## src/rtl/seven_seg_scanner.sv

```systemverilog
// Time-multiplexed driver for DIGITS active-low common-anode seven-segment digits.
// New words are committed only at frame boundaries. Defining SEVEN_SEG_LEADING_ZERO_BLANK_EN blanks leading zero digits.
module seven_seg_scanner #(
    parameter int DIGITS      = 4,
    parameter int REFRESH_DIV = 50000
) (
    input  logic                  clk,
    input  logic                  rst_n,
    input  logic                  load,
    input  logic [4*DIGITS-1:0]   data_in,
    output logic                  ready,
    output logic                  ack,
    output logic [6:0]            seg_out,
    output logic [DIGITS-1:0]     an
);

    localparam int CW = (REFRESH_DIV > 1) ? $clog2(REFRESH_DIV) : 1;
    localparam int IW = (DIGITS > 1) ? $clog2(DIGITS) : 1;
    localparam logic [CW-1:0] CNT_LAST = CW'(REFRESH_DIV - 1);
    localparam logic [IW-1:0] IDX_LAST = IW'(DIGITS - 1);

    logic [CW-1:0]          cnt;
    logic [IW-1:0]          idx;
    logic [4*DIGITS-1:0]    display;
    logic [4*DIGITS-1:0]    buffer;
    logic                   pending;

    logic                   frame_end_p0;
    logic [3:0]             nib_p0;
    logic                   blank_p0;

    function automatic logic [6:0] hex_to_seg(input logic [3:0] nib);
        logic [6:0] s;
        case (nib)
            4'h0: s = 7'h40;
            4'h1: s = 7'h79;
            4'h2: s = 7'h24;
            4'h3: s = 7'h30;
            4'h4: s = 7'h19;
            4'h5: s = 7'h12;
            4'h6: s = 7'h02;
            4'h7: s = 7'h78;
            4'h8: s = 7'h00;
            4'h9: s = 7'h10;
            4'hA: s = 7'h08;
            4'hB: s = 7'h03;
            4'hC: s = 7'h46;
            4'hD: s = 7'h21;
            4'hE: s = 7'h06;
            default: s = 7'h0E;
        endcase
        return s;
    endfunction

    // Stage 0: pick the nibble for the current digit from the committed word.
    assign frame_end_p0 = (cnt == CNT_LAST) && (idx == IDX_LAST);
    assign nib_p0       = display[{idx, 2'b00} +: 4];

`ifdef SEVEN_SEG_LEADING_ZERO_BLANK_EN
    logic [4*DIGITS-1:0] upper_p0;
    // A digit is a leading zero when it and every digit above it are zero.
    assign upper_p0 = display >> {idx, 2'b00};
    assign blank_p0 = (idx != '0) && (upper_p0 == '0);
`else
    assign blank_p0 = 1'b0;
`endif

    // Stage 1: registered scan state, handshake and pin outputs.
    always_ff @(posedge clk or negedge rst_n) begin
        if (!rst_n) begin
            cnt     <= '0;
            idx     <= '0;
            display <= '0;
            buffer  <= '0;
            pending <= 1'b0;
            ready   <= 1'b1;
            ack     <= 1'b0;
            seg_out <= 7'h7F;
            an      <= '1;
        end else begin
            if (cnt == CNT_LAST) begin
                cnt <= '0;
                idx <= (idx == IDX_LAST) ? '0 : idx + 1'b1;
            end else begin
                cnt <= cnt + 1'b1;
            end

            ack <= frame_end_p0 && pending;
            // pending and ready are complementary, so a commit and an accepted load never coincide.
            if (frame_end_p0 && pending) begin
                display <= buffer;
                pending <= 1'b0;
                ready   <= 1'b1;
            end else if (load && ready) begin
                buffer  <= data_in;
                pending <= 1'b1;
                ready   <= 1'b0;
            end

            an      <= ~(DIGITS'(1) << idx);
            seg_out <= blank_p0 ? 7'h7F : hex_to_seg(nib_p0);
        end
    end

endmodule
```

## config.mk

```make
export PLATFORM = sky130hd
export DESIGN_NAME = seven_seg_scanner
export DESIGN_NICKNAME = d
export VERILOG_FILES = /design/src/rtl/seven_seg_scanner.sv
export SDC_FILE = /design/constraint.sdc
export NUM_CORES = 1
export LEC_CHECK = 0
export CAP_MARGIN = 25
export CORE_ASPECT_RATIO = 1.1
export CORE_MARGIN = 2
export CORE_UTILIZATION = 30
export CTS_CLUSTER_DIAMETER = 120
export CTS_CLUSTER_SIZE = 12
export DETAILED_ROUTE_END_ITERATION = 7
export HOLD_SLACK_MARGIN = 0.06
export PLACE_DENSITY = 0.5
export SYNTH_ARGS = -nofsm -noshare
export SYNTH_HDL_FRONTEND = slang
export SYNTH_SLANG_ARGS = --single-unit
```

## constraint.sdc

```tcl
create_clock -name clk -period 2.6 [get_ports clk]
set_clock_uncertainty 0.05 [all_clocks]
set_input_delay 0.52 -clock clk [delete_from_list [all_inputs] [get_ports clk]]
set_output_delay 0.52 -clock clk [all_outputs]
set_load 0.03 [all_outputs]
```

==> summary.md <==
| Metric | Value |
|---|---|
| #FFs+latches synth | `64` |
| Global-route wire length before repair | `roughly 8.8 mm` |
| MaxCap Viol Count | `0` |
| Initial Util | `0.311` |
| Sum of negative setup slack | `0 ps` |
| Crit-path leading delay family | `buffers and inverters` |
| GRT Overall Usage | `0.109` |
| Crit path largest cell delay | `about 690 ps` |
| Post-CTS setup buffers | `0` |
| Fin area | `roughly 3600 um^2` |
| Die Wd | `a little under 100 um` |
| Count of pins over their slew limit | `0` |
| Vias in the first global route | `about 1700` |
| Startpoint Class | `register` |
| Fin crit share | `0.846` |
| Clock Tree Root | `clkbuf_8` |
| Maximum fanout along the worst path | `4` |
| DR WL/cell | `13.6 um` |
| Leak | `~0.0015 uW` |
| Synth Net Count | `240` |
| Slowest cell on crit path | `clkdlybuf4s50_1` |
| Hold buffer count at CTS | `0` |
| TritonCTS clock tree | `yes` |
| Ys Warns | `0` |
| Cells after Synth | `210` |
| Final hold violations | `0` |
| # diodes | `0` |
| CP arrival | `approximately 1600 ps` |
| Area delta synth->final | `22.1%` |
| Worst hold margin | `roughly 120 ps` |
| Pin count of the biggest net entering global routing | `65` |
| Min Tclk post-route | `between 2000 and 2500 ps` |
| Die Y | `108 um` |
| RSZ-0062 raised after global routing | `false` |
| Most frequent cells in the layout | `dfrtp_1 (52), clkdlybuf4s50_1 (30), mux2_2 (25)` |
| Total grt overflow | `0` |
| IO Port Bufs | `31` |
| Num CTS Buffers | `9` |
| Pre-antenna DRT Iters | `4` |
| CTS Buffer Depth | `2` |
| Primary FF master, synth | `dfrtp_1` |
| Kind of critical path | `reg2out` |
| Worst EP required | `between 2000 and 2500 ps` |
| Layout cell share with drive strength beyond 1 | `0.304` |
| Asr flop ratio synth | `1.00` |
| Post-synth EDFFs | `0` |
| Hold Path Class | `in2async` |
| Status | `finished, final reports clean` |
| FMAX | `455 MHz` |
| Antenna Nets Post-Route | `0` |
| Least-Margin Pin Slew | `roughly 360 ps` |
| PwrDens | `588 nW/um^2` |
| Final setup fails | `0` |
| Clock Sinks | `between 60 and 70` |
| Total die area | `~11000 um^2` |
| Post-route DRC | `0` |
| Commonest non-fill, non-tap cell in the layout | `dfrtp_1` |
| Initial antenna violation count | `0` |
| Clock slew at reported path FFs | `about 80 ps` |
| Routed vias | `~1700` |
| Placed Area | `3340 um^2` |
| Core area | `roughly 9400 um^2` |
| Drt via density | `4.56` |
| H-Tree Depth | `3` |
| Critical path, cell by cell | `clkdlybuf4s50_1` |
| Mean Syn Cell Area | `about 14 um^2` |
| Site Rows | `37` |
| VDD IR max | `244 uV` |
| Sequential area share after synthesis | `0.553` |
| GPL Wtd Cong | `0.777` |
| Fin nets | `between 200 and 300` |
| Crit path buffers/inverters | `1` |
| Hpwl dp | `between 3 and 4 mm` |
| Initial DRC Count | `79` |
| Clock Latency Late Sink | `approximately 350 ps` |
| Relative slew slack | `0.760` |
| Count of cell types in the netlist | `38` |
| Final WL | `between 5 and 6 mm` |
| IO Count | `32` |
| Post-CTS Resized | `0` |
| Crit. End Element | `output port` |
| Mapped Area | `approximately 2900 um^2` |
[synthesized netlist by cell type (2+ instances only)]
master / number / share of area
o21ai_0: 4 / 0.0069
xor2_1: 7 / 0.021
dfrtp_1: 52 / 0.45
ha_1: 11 / 0.047
mux2i_1: 2 / 0.0069
nor2_1: 12 / 0.015
nor4_1: 3 / 0.0064
inv_1: 12 / 0.015
buf_4: 2 / 0.0051
dfstp_2: 12 / 0.11
a21oi_1: 2 / 0.0034
mux2_4: 9 / 0.046
and4_1: 2 / 0.0060
mux2_2: 25 / 0.096
buf_6: 2 / 0.0077
xnor2_1: 7 / 0.021
o22ai_1: 3 / 0.0064
nand2_1: 8 / 0.010
nand3_1: 7 / 0.012
mux4_2: 5 / 0.039
nor3_1: 2 / 0.0034
nand4_1: 5 / 0.011
[stage by stage]
step	util	instances	power (uW)	setup slack (ps)
2_1_floorplan	-	210	1080	610
3_3_place_gp	0.356	354	1140	442
3_5_place_dp	0.356	354	1140	418
4_1_cts	0.380	370	2140	381
5_1_grt	0.380	370	2180	298
6_report	0.380	370	2100	400
[area by class of cell]
type                    count  area, um^2
clock inverters             7         103
well taps                 117         146
flip-flops and latches     64        1620
multi-input cells         127        1190
clock buffers               9         124
repair buffers             34         340
fillers                   920        5830
inverters                  12        45.0
[path summary, 6_finish.rpt]
check                               start         end  depth (start not counted)  slack [ps]
worst max-delay path                ready       ready                          1         400
max in group asynchronous           rst_n  seg_out[4]                          2        2060
worst min-delay path                rst_n         ack                          2         120
min in group clk                buffer[5]  display[5]                          1         450
worst max register to register     cnt[0]  buffer[13]                          6         430
worst min register to register  buffer[5]  display[5]                          1         450
[flip-flops by register name, summed over array words and instances (netlist names)]
name,count
idx,2
an,4
display,16
ready,1
seg_out,7
pending,1
buffer,16
cnt,16
ack,1
[cell families after synthesis]
family	share of synthesized area
buf+inv	0.0381
flops	0.553
mux	0.188
xor+xnor	0.0420
simple gates	0.104
compound gates	0.0274
fa+ha+maj	0.0471
[routing by layer]
metal / vias to the layer above / track usage / part of all wire
li1: 814 / - / -
met1: 834 / 0.153 / 0.50
met2: 28 / 0.149 / 0.44
met3: 10 / 0.0331 / 0.036
met4: 0 / 0.0595 / 0.025
met5: - / 0 / 0
[power breakdown]
part	internal [uW]	leakage (uW)	switching (uW)
clock network	549	0.000110	430
logic	47.4	0.000631	30.2
registers	1030	0.000808	14.6
No activity file was read; power rests on OpenSTA's default activity.
==> variant 1, RTL diff (same settings) <==
Change the parameter `DIGITS` from 4 to 16.
--- a/src/rtl/seven_seg_scanner.sv
+++ b/src/rtl/seven_seg_scanner.sv
@@ -3,3 +3,3 @@
 module seven_seg_scanner #(
-    parameter int DIGITS      = 4,
+    parameter int DIGITS      = 16,
     parameter int REFRESH_DIV = 50000
Interface: changed (resized an and data_in); port bits go from 32 to 92. The function was not compared with the original's and may differ.
==> variant 1 against the original RTL <==
Total power rose to 2.6 times the old value; critical path depth increased by 6; synthesized cell count is 130% higher; register-to-register slack worse by 0.30 ns; largest cell class unchanged; hold slack better by 0.31 ns; sequential cell count up 110; design area rose to 2.6 times the old value; worst setup slack worse by 0.27 ns; synthesized area grew 150%; wire length increased to 3.0 times the old value; cell count is 150% higher; critical endpoint is now buffer[46]; via count is 150% higher.
==> variant 1: results (changes against the original RTL) <==
<table>
<tr><th>Metric</th><th>Value</th></tr>
<tr><th colspan="2">Final layout</th></tr>
<tr><td>Total Nets Final</td><td>675 (+140%)</td></tr>
<tr><td>Share of cells above drive strength 1</td><td>24.7% (-5.8 points)</td></tr>
<tr><td>Registers with the highest flip-flop counts</td><td>buffer x64, display x64</td></tr>
<tr><th colspan="2">Critical path</th></tr>
<tr><td>Peak per-stage delay on the critical path</td><td>0.55 ns (-0.14 ns)</td></tr>
<tr><td>Slowest-stage cell, CP</td><td>or4b_4</td></tr>
<tr><td>Peak fanout along the critical path</td><td>32 (+28)</td></tr>
<tr><th colspan="2">Clock tree</th></tr>
<tr><td>Clock-pin slew reported for the worst setup and hold paths after clock tree synthesis</td><td>0.06 ns (-0.02 ns)</td></tr>
<tr><td>Root Buffer</td><td>clkbuf_16</td></tr>
<tr><td>Cts bufs inserted</td><td>17 (+8)</td></tr>
<tr><td>Clock H-tree levels</td><td>4 (+1)</td></tr>
<tr><th colspan="2">Route</th></tr>
<tr><td>Final routed wirelength across all metal layers</td><td>15.1 mm (+200%)</td></tr>
<tr><td>Number of vias in the routed layout</td><td>4180 (+150%)</td></tr>
<tr><td>Count of routing violations after the opening detailed-route iteration</td><td>130 (+65%)</td></tr>
<tr><th colspan="2">Synth</th></tr>
<tr><td>List of most frequent post-synthesis cells</td><td>dfrtp_1 (150), mux2_1 (85), mux2_2 (45)</td></tr>
<tr><td>Leading post-synthesis cells by cell area</td><td>dfrtp_1 (51%), mux2_1 (13%), dfstp_2 (8.6%)</td></tr>
<tr><td>Mapped Nets</td><td>564 (+140%)</td></tr>
<tr><td>Number of distinct library cell variants in the gate-level netlist after synthesis</td><td>39 (+2.6%)</td></tr>
<tr><td>Sequential share of the synthesized area</td><td>60.1% (+4.8 points)</td></tr>
<tr><th colspan="2">Pwr</th></tr>
<tr><td>Largest voltage drop on the vdd net</td><td>0.423 mV (+73%)</td></tr>
<tr><td>LEAKAGE</td><td>4.39 nW (+180%)</td></tr>
<tr><th colspan="2">Run status</th></tr>
<tr><td>Status</td><td>completed</td></tr>
<tr><th colspan="2">Place</th></tr>
<tr><td>Placed wire-length estimate after detailed placement</td><td>10.8 mm (+220%)</td></tr>
<tr><td>Port Buffers</td><td>91 (+190%)</td></tr>
<tr><td>Weighted congestion reported at the end of routability-driven placement</td><td>0.780 (+0.46%)</td></tr>
<tr><td>Worst slack after detailed placement</td><td>0.0510 ns (-0.367 ns)</td></tr>
<tr><th colspan="2">GRT</th></tr>
<tr><td>Number of global-route vias before repair</td><td>4527 (+160%)</td></tr>
<tr><td>Initial antenna violation count</td><td>1 (+1)</td></tr>
<tr><th colspan="2">STA</th></tr>
<tr><td>Worst relative slew slack</td><td>57.9% (-18 points)</td></tr>
</table>
==> variant 1: through the flow <==
stage | instance area [sq um] | power, mW
floorplan | 7290 | 2.76
global placement | 8690 | 2.92
detailed placement | 8690 | 2.93
CTS | 9290 | 5.51
global route | 9350 | 5.64
finish | 9350 | 5.43
==> variant 1: area by class of cell <==
cell class	instances	share of cell area, %
Clock inverter	14	1.69
Sequential cell	174	46.9
Clock buffer	18	4.70
Tap cell	305	4.08
Multi-Input combinational cell	276	29.1
Timing Repair Buffer	117	13.2
Inverter	9	0.361
==> variant 1: final timing paths <==
| check | start | cells after the start | end | slack [ns] |
|---|---|---|---|---|
| min reg2reg | display[27] | 1 | display[27] | 0.43 |
| min | display[27] | 1 | display[27] | 0.43 |
| max in group asynchronous | rst_n | 3 | an[12] | 1.17 |
| min in group asynchronous | rst_n | 2 | buffer[4] | 0.61 |
| max | cnt[5] | 7 | buffer[46] | 0.13 |
| max reg2reg | cnt[5] | 7 | buffer[46] | 0.13 |
==> variant 1: cell families after synthesis <==
kind of cell | count (synthesis) | share of synthesized area [%]
buf+inv | 34 | 2.75
fa+ha+maj | 13 | 2.23
simple gates | 75 | 5.34
compound gates | 22 | 2.06
flops | 174 | 60.1
xor+xnor | 15 | 1.80
mux | 151 | 25.7
==> variant 1: power by group through the flow <==
stage | combinational [mW] | sequential [mW] | clock (mW)
after CTS | 0.169 | 2.71 | 2.63
after global placement | 0.164 | 2.76 | 0
final | 0.162 | 2.71 | 2.56
after global routing | 0.181 | 2.71 | 2.75
after detailed placement | 0.167 | 2.76 | 0
after floorplan | 0.00125 | 2.76 | 0
==> variant 1: metal layers <==
metal  vias up  GRT usage, %  wire, microns
li1       1934             -              -
met1      2142          16.5           6990
met3        18          2.80            658
met4         0          4.67            305
met5         -             0              0
met2        86          19.7           7180
==> variant 1: repair_timing <==
action | 4_1_cts | 5_1_grt
endpoints found under the setup margin | 0 | 40
hold buffers | 1 | 0
resized for setup | 0 | 4
hold endpoints to repair | 10 | 0
setup buffers | 0 | 2
==> variant 2, RTL diff (same flow settings) <==
Made on the original files. Reset style: synchronous (`rst_n`), changed in one clocked block.
--- a/src/rtl/seven_seg_scanner.sv
+++ b/src/rtl/seven_seg_scanner.sv
@@ -68,3 +68,3 @@
     // Stage 1: registered scan state, handshake and pin outputs.
-    always_ff @(posedge clk or negedge rst_n) begin
+    always_ff @(posedge clk) begin
         if (!rst_n) begin
Formal check against the unedited RTL: differs if rst_n is asserted again (counterexample within 4 cycles, from zero or initial values and one cycle with rst_n low); with rst_n held inactive, the same outputs for 10 cycles.
==> variant 2 against the original RTL <==
Synthesized area down 2.4%; total power shrank 8.3%; design area fell by 4.8%; sequential cell count unchanged; maximum frequency grew 4.4%; worst setup slack gained 0.092 ns; wire length increased by 13%; register-to-register slack improved by 0.06 ns; critical endpoint is now buffer[7].
==> variant 2: results (changes against the original RTL) <==
<table>
<tr><th>Metric</th><th>Value</th></tr>
<tr><th colspan="2">Synth</th></tr>
<tr><td>List of most frequent post-synthesis cells</td><td>dfxtp_1 (64), nand2_1 (48), nand3_1 (25)</td></tr>
<tr><td>Sequential share of the synthesized area</td><td>45.0% (-10 points)</td></tr>
<tr><td>Leading post-synthesis cells by cell area</td><td>dfxtp_1 (45%), mux2i_1 (6.7%), nand2_1 (6.3%)</td></tr>
<tr><td>Asr flop ratio synth</td><td>0% (-100 points)</td></tr>
<tr><td>Mapped Nets</td><td>335 (+40%)</td></tr>
<tr><td>Most common cell in the synthesized netlist</td><td>dfxtp_1</td></tr>
<tr><th colspan="2">Critical path</th></tr>
<tr><td>Slowest-stage cell, CP</td><td>a21oi_4</td></tr>
<tr><td>Peak fanout along the critical path</td><td>18 (+14)</td></tr>
<tr><td>Arrival time worst endpoint</td><td>2.34 ns (+0.71 ns)</td></tr>
<tr><td>Peak per-stage delay on the critical path</td><td>0.61 ns (-0.08 ns)</td></tr>
<tr><th colspan="2">Clock tree</th></tr>
<tr><td>Hold-fix buffers, CTS</td><td>0 (unchanged)</td></tr>
<tr><th colspan="2">Final layout</th></tr>
<tr><td>Total Nets Final</td><td>358 (+29%)</td></tr>
<tr><td>Share of cells above drive strength 1</td><td>8.41% (-22 points)</td></tr>
<tr><td>Fill cell instance count of the final layout</td><td>940 (+2.2%)</td></tr>
<tr><th colspan="2">Route</th></tr>
<tr><td>Count of routing violations after the opening detailed-route iteration</td><td>93 (+18%)</td></tr>
<tr><th colspan="2">STA</th></tr>
<tr><td>Final worst path period need</td><td>2.11 ns (-0.0921 ns)</td></tr>
<tr><td>Worst relative slew slack</td><td>52.2% (-24 points)</td></tr>
<tr><th colspan="2">Pwr</th></tr>
<tr><td>LEAKAGE</td><td>1.22 nW (-21%)</td></tr>
<tr><td>Largest voltage drop on the vdd net</td><td>0.175 mV (-28%)</td></tr>
<tr><td>Net switching power</td><td>0.500 mW (+5.2%)</td></tr>
<tr><th colspan="2">GRT</th></tr>
<tr><td>Global-route wire length before repair</td><td>9.69 mm (+9.8%)</td></tr>
<tr><td>Number of global-route vias before repair</td><td>2057 (+19%)</td></tr>
<tr><td>Overall global routing resource usage</td><td>11.8% (+0.88 points)</td></tr>
<tr><td>Maximum number of pins on one net before global-route repair</td><td>41 (-37%)</td></tr>
<tr><th colspan="2">Place</th></tr>
<tr><td>Placed wire-length estimate after detailed placement</td><td>3.79 mm (+12%)</td></tr>
<tr><td>Placed Instances</td><td>434 (+23%)</td></tr>
<tr><td>Worst slack after detailed placement</td><td>0.498 ns (+0.0805 ns)</td></tr>
<tr><th colspan="2">Run status</th></tr>
<tr><td>Status</td><td>completed</td></tr>
</table>
-- variant 2: cell count changes after synthesis, sizes merged, moves of 6 or more --
cell	delta
dfxtp	+64
dfrtp	-52
nand2	+40
mux2	-33
a21boi	+18
nand3	+18
mux2i	+17
o21ai	+15
clkbuf	+14
dfstp	-12
inv	-6
xnor2	-6
-- variant 2: cells by family (layout without fill, tap and decap cells) --
group / count (synthesis) / count (layout) / share of synthesized area, %
AOI/OAI and AO/OA: 50 / 50 / 11.5
xor gates and xnor gates: 12 / 12 / 3.69
adders and majority gates: 11 / 11 / 4.83
buffers and inverters: 29 / 57 / 4.92
DFF: 64 / 64 / 45.0
muxes: 24 / 24 / 10.2
and+or+nand+nor: 115 / 115 / 19.9
-- variant 2: power by group through the flow --
| stage | clock network (mW) | registers (mW) | logic, mW |
|---|---|---|---|
| after floorplan | 0 | 1.06 | 0.0627 |
| after global placement | 0 | 1.05 | 0.125 |
| after detailed placement | 0 | 1.04 | 0.125 |
| after CTS | 0.808 | 1.02 | 0.126 |
| after global routing | 0.847 | 1.03 | 0.135 |
| final | 0.777 | 1.02 | 0.124 |
-- variant 2: worst paths after layout --
path                            cells past startpoint         to    from
worst max-delay path                                5  buffer[7]  cnt[0]
worst min register to register                      1     cnt[0]  cnt[0]
worst max register to register                      5  buffer[7]  cnt[0]
worst min-delay path                                2        ack   rst_n
-- variant 2: layout make-up --
class,count,area share [%]
clock buffer,9,3.65
sequential,64,37.7
multi-input combinational,212,42.1
tap,117,4.31
inverter,6,0.663
clock inverter,7,1.69
timing repair buffer,35,9.87
-- variant 2: metrics by stage --
stage | util, % | hold slack [ns] | cell area, sq um | power (mW)
floorplan | - | 0.376 | 2850 | 1.12
global placement | 34.5 | 0.391 | 3210 | 1.17
detailed placement | 34.5 | 0.394 | 3210 | 1.17
CTS | 36.5 | 0.393 | 3400 | 1.96
global route | 36.5 | 0.398 | 3400 | 2.01
finish | 36.5 | 0.398 | 3400 | 1.92
-- variant 2: layer usage --
metal	up-vias	share of wire [%]	track usage [%]
met5	-	0	0
met4	0	3.0	7.75
met3	13	3.8	2.56
met2	45	44	17.4
met1	959	50	15.5
li1	1103	-	-
-- variant 2: worst max-delay path, delay by kind of cell, from the launching register on --
| family | cells | cell delay [ns] |
|---|---|---|
| AOI/OAI and AO/OA | 1 | 0.61 |
| adders and majority gates | 1 | 0.22 |
| DFF | 1 | 0.34 |
| muxes | 1 | 0.26 |
| and+or+nand+nor | 2 | 0.56 |
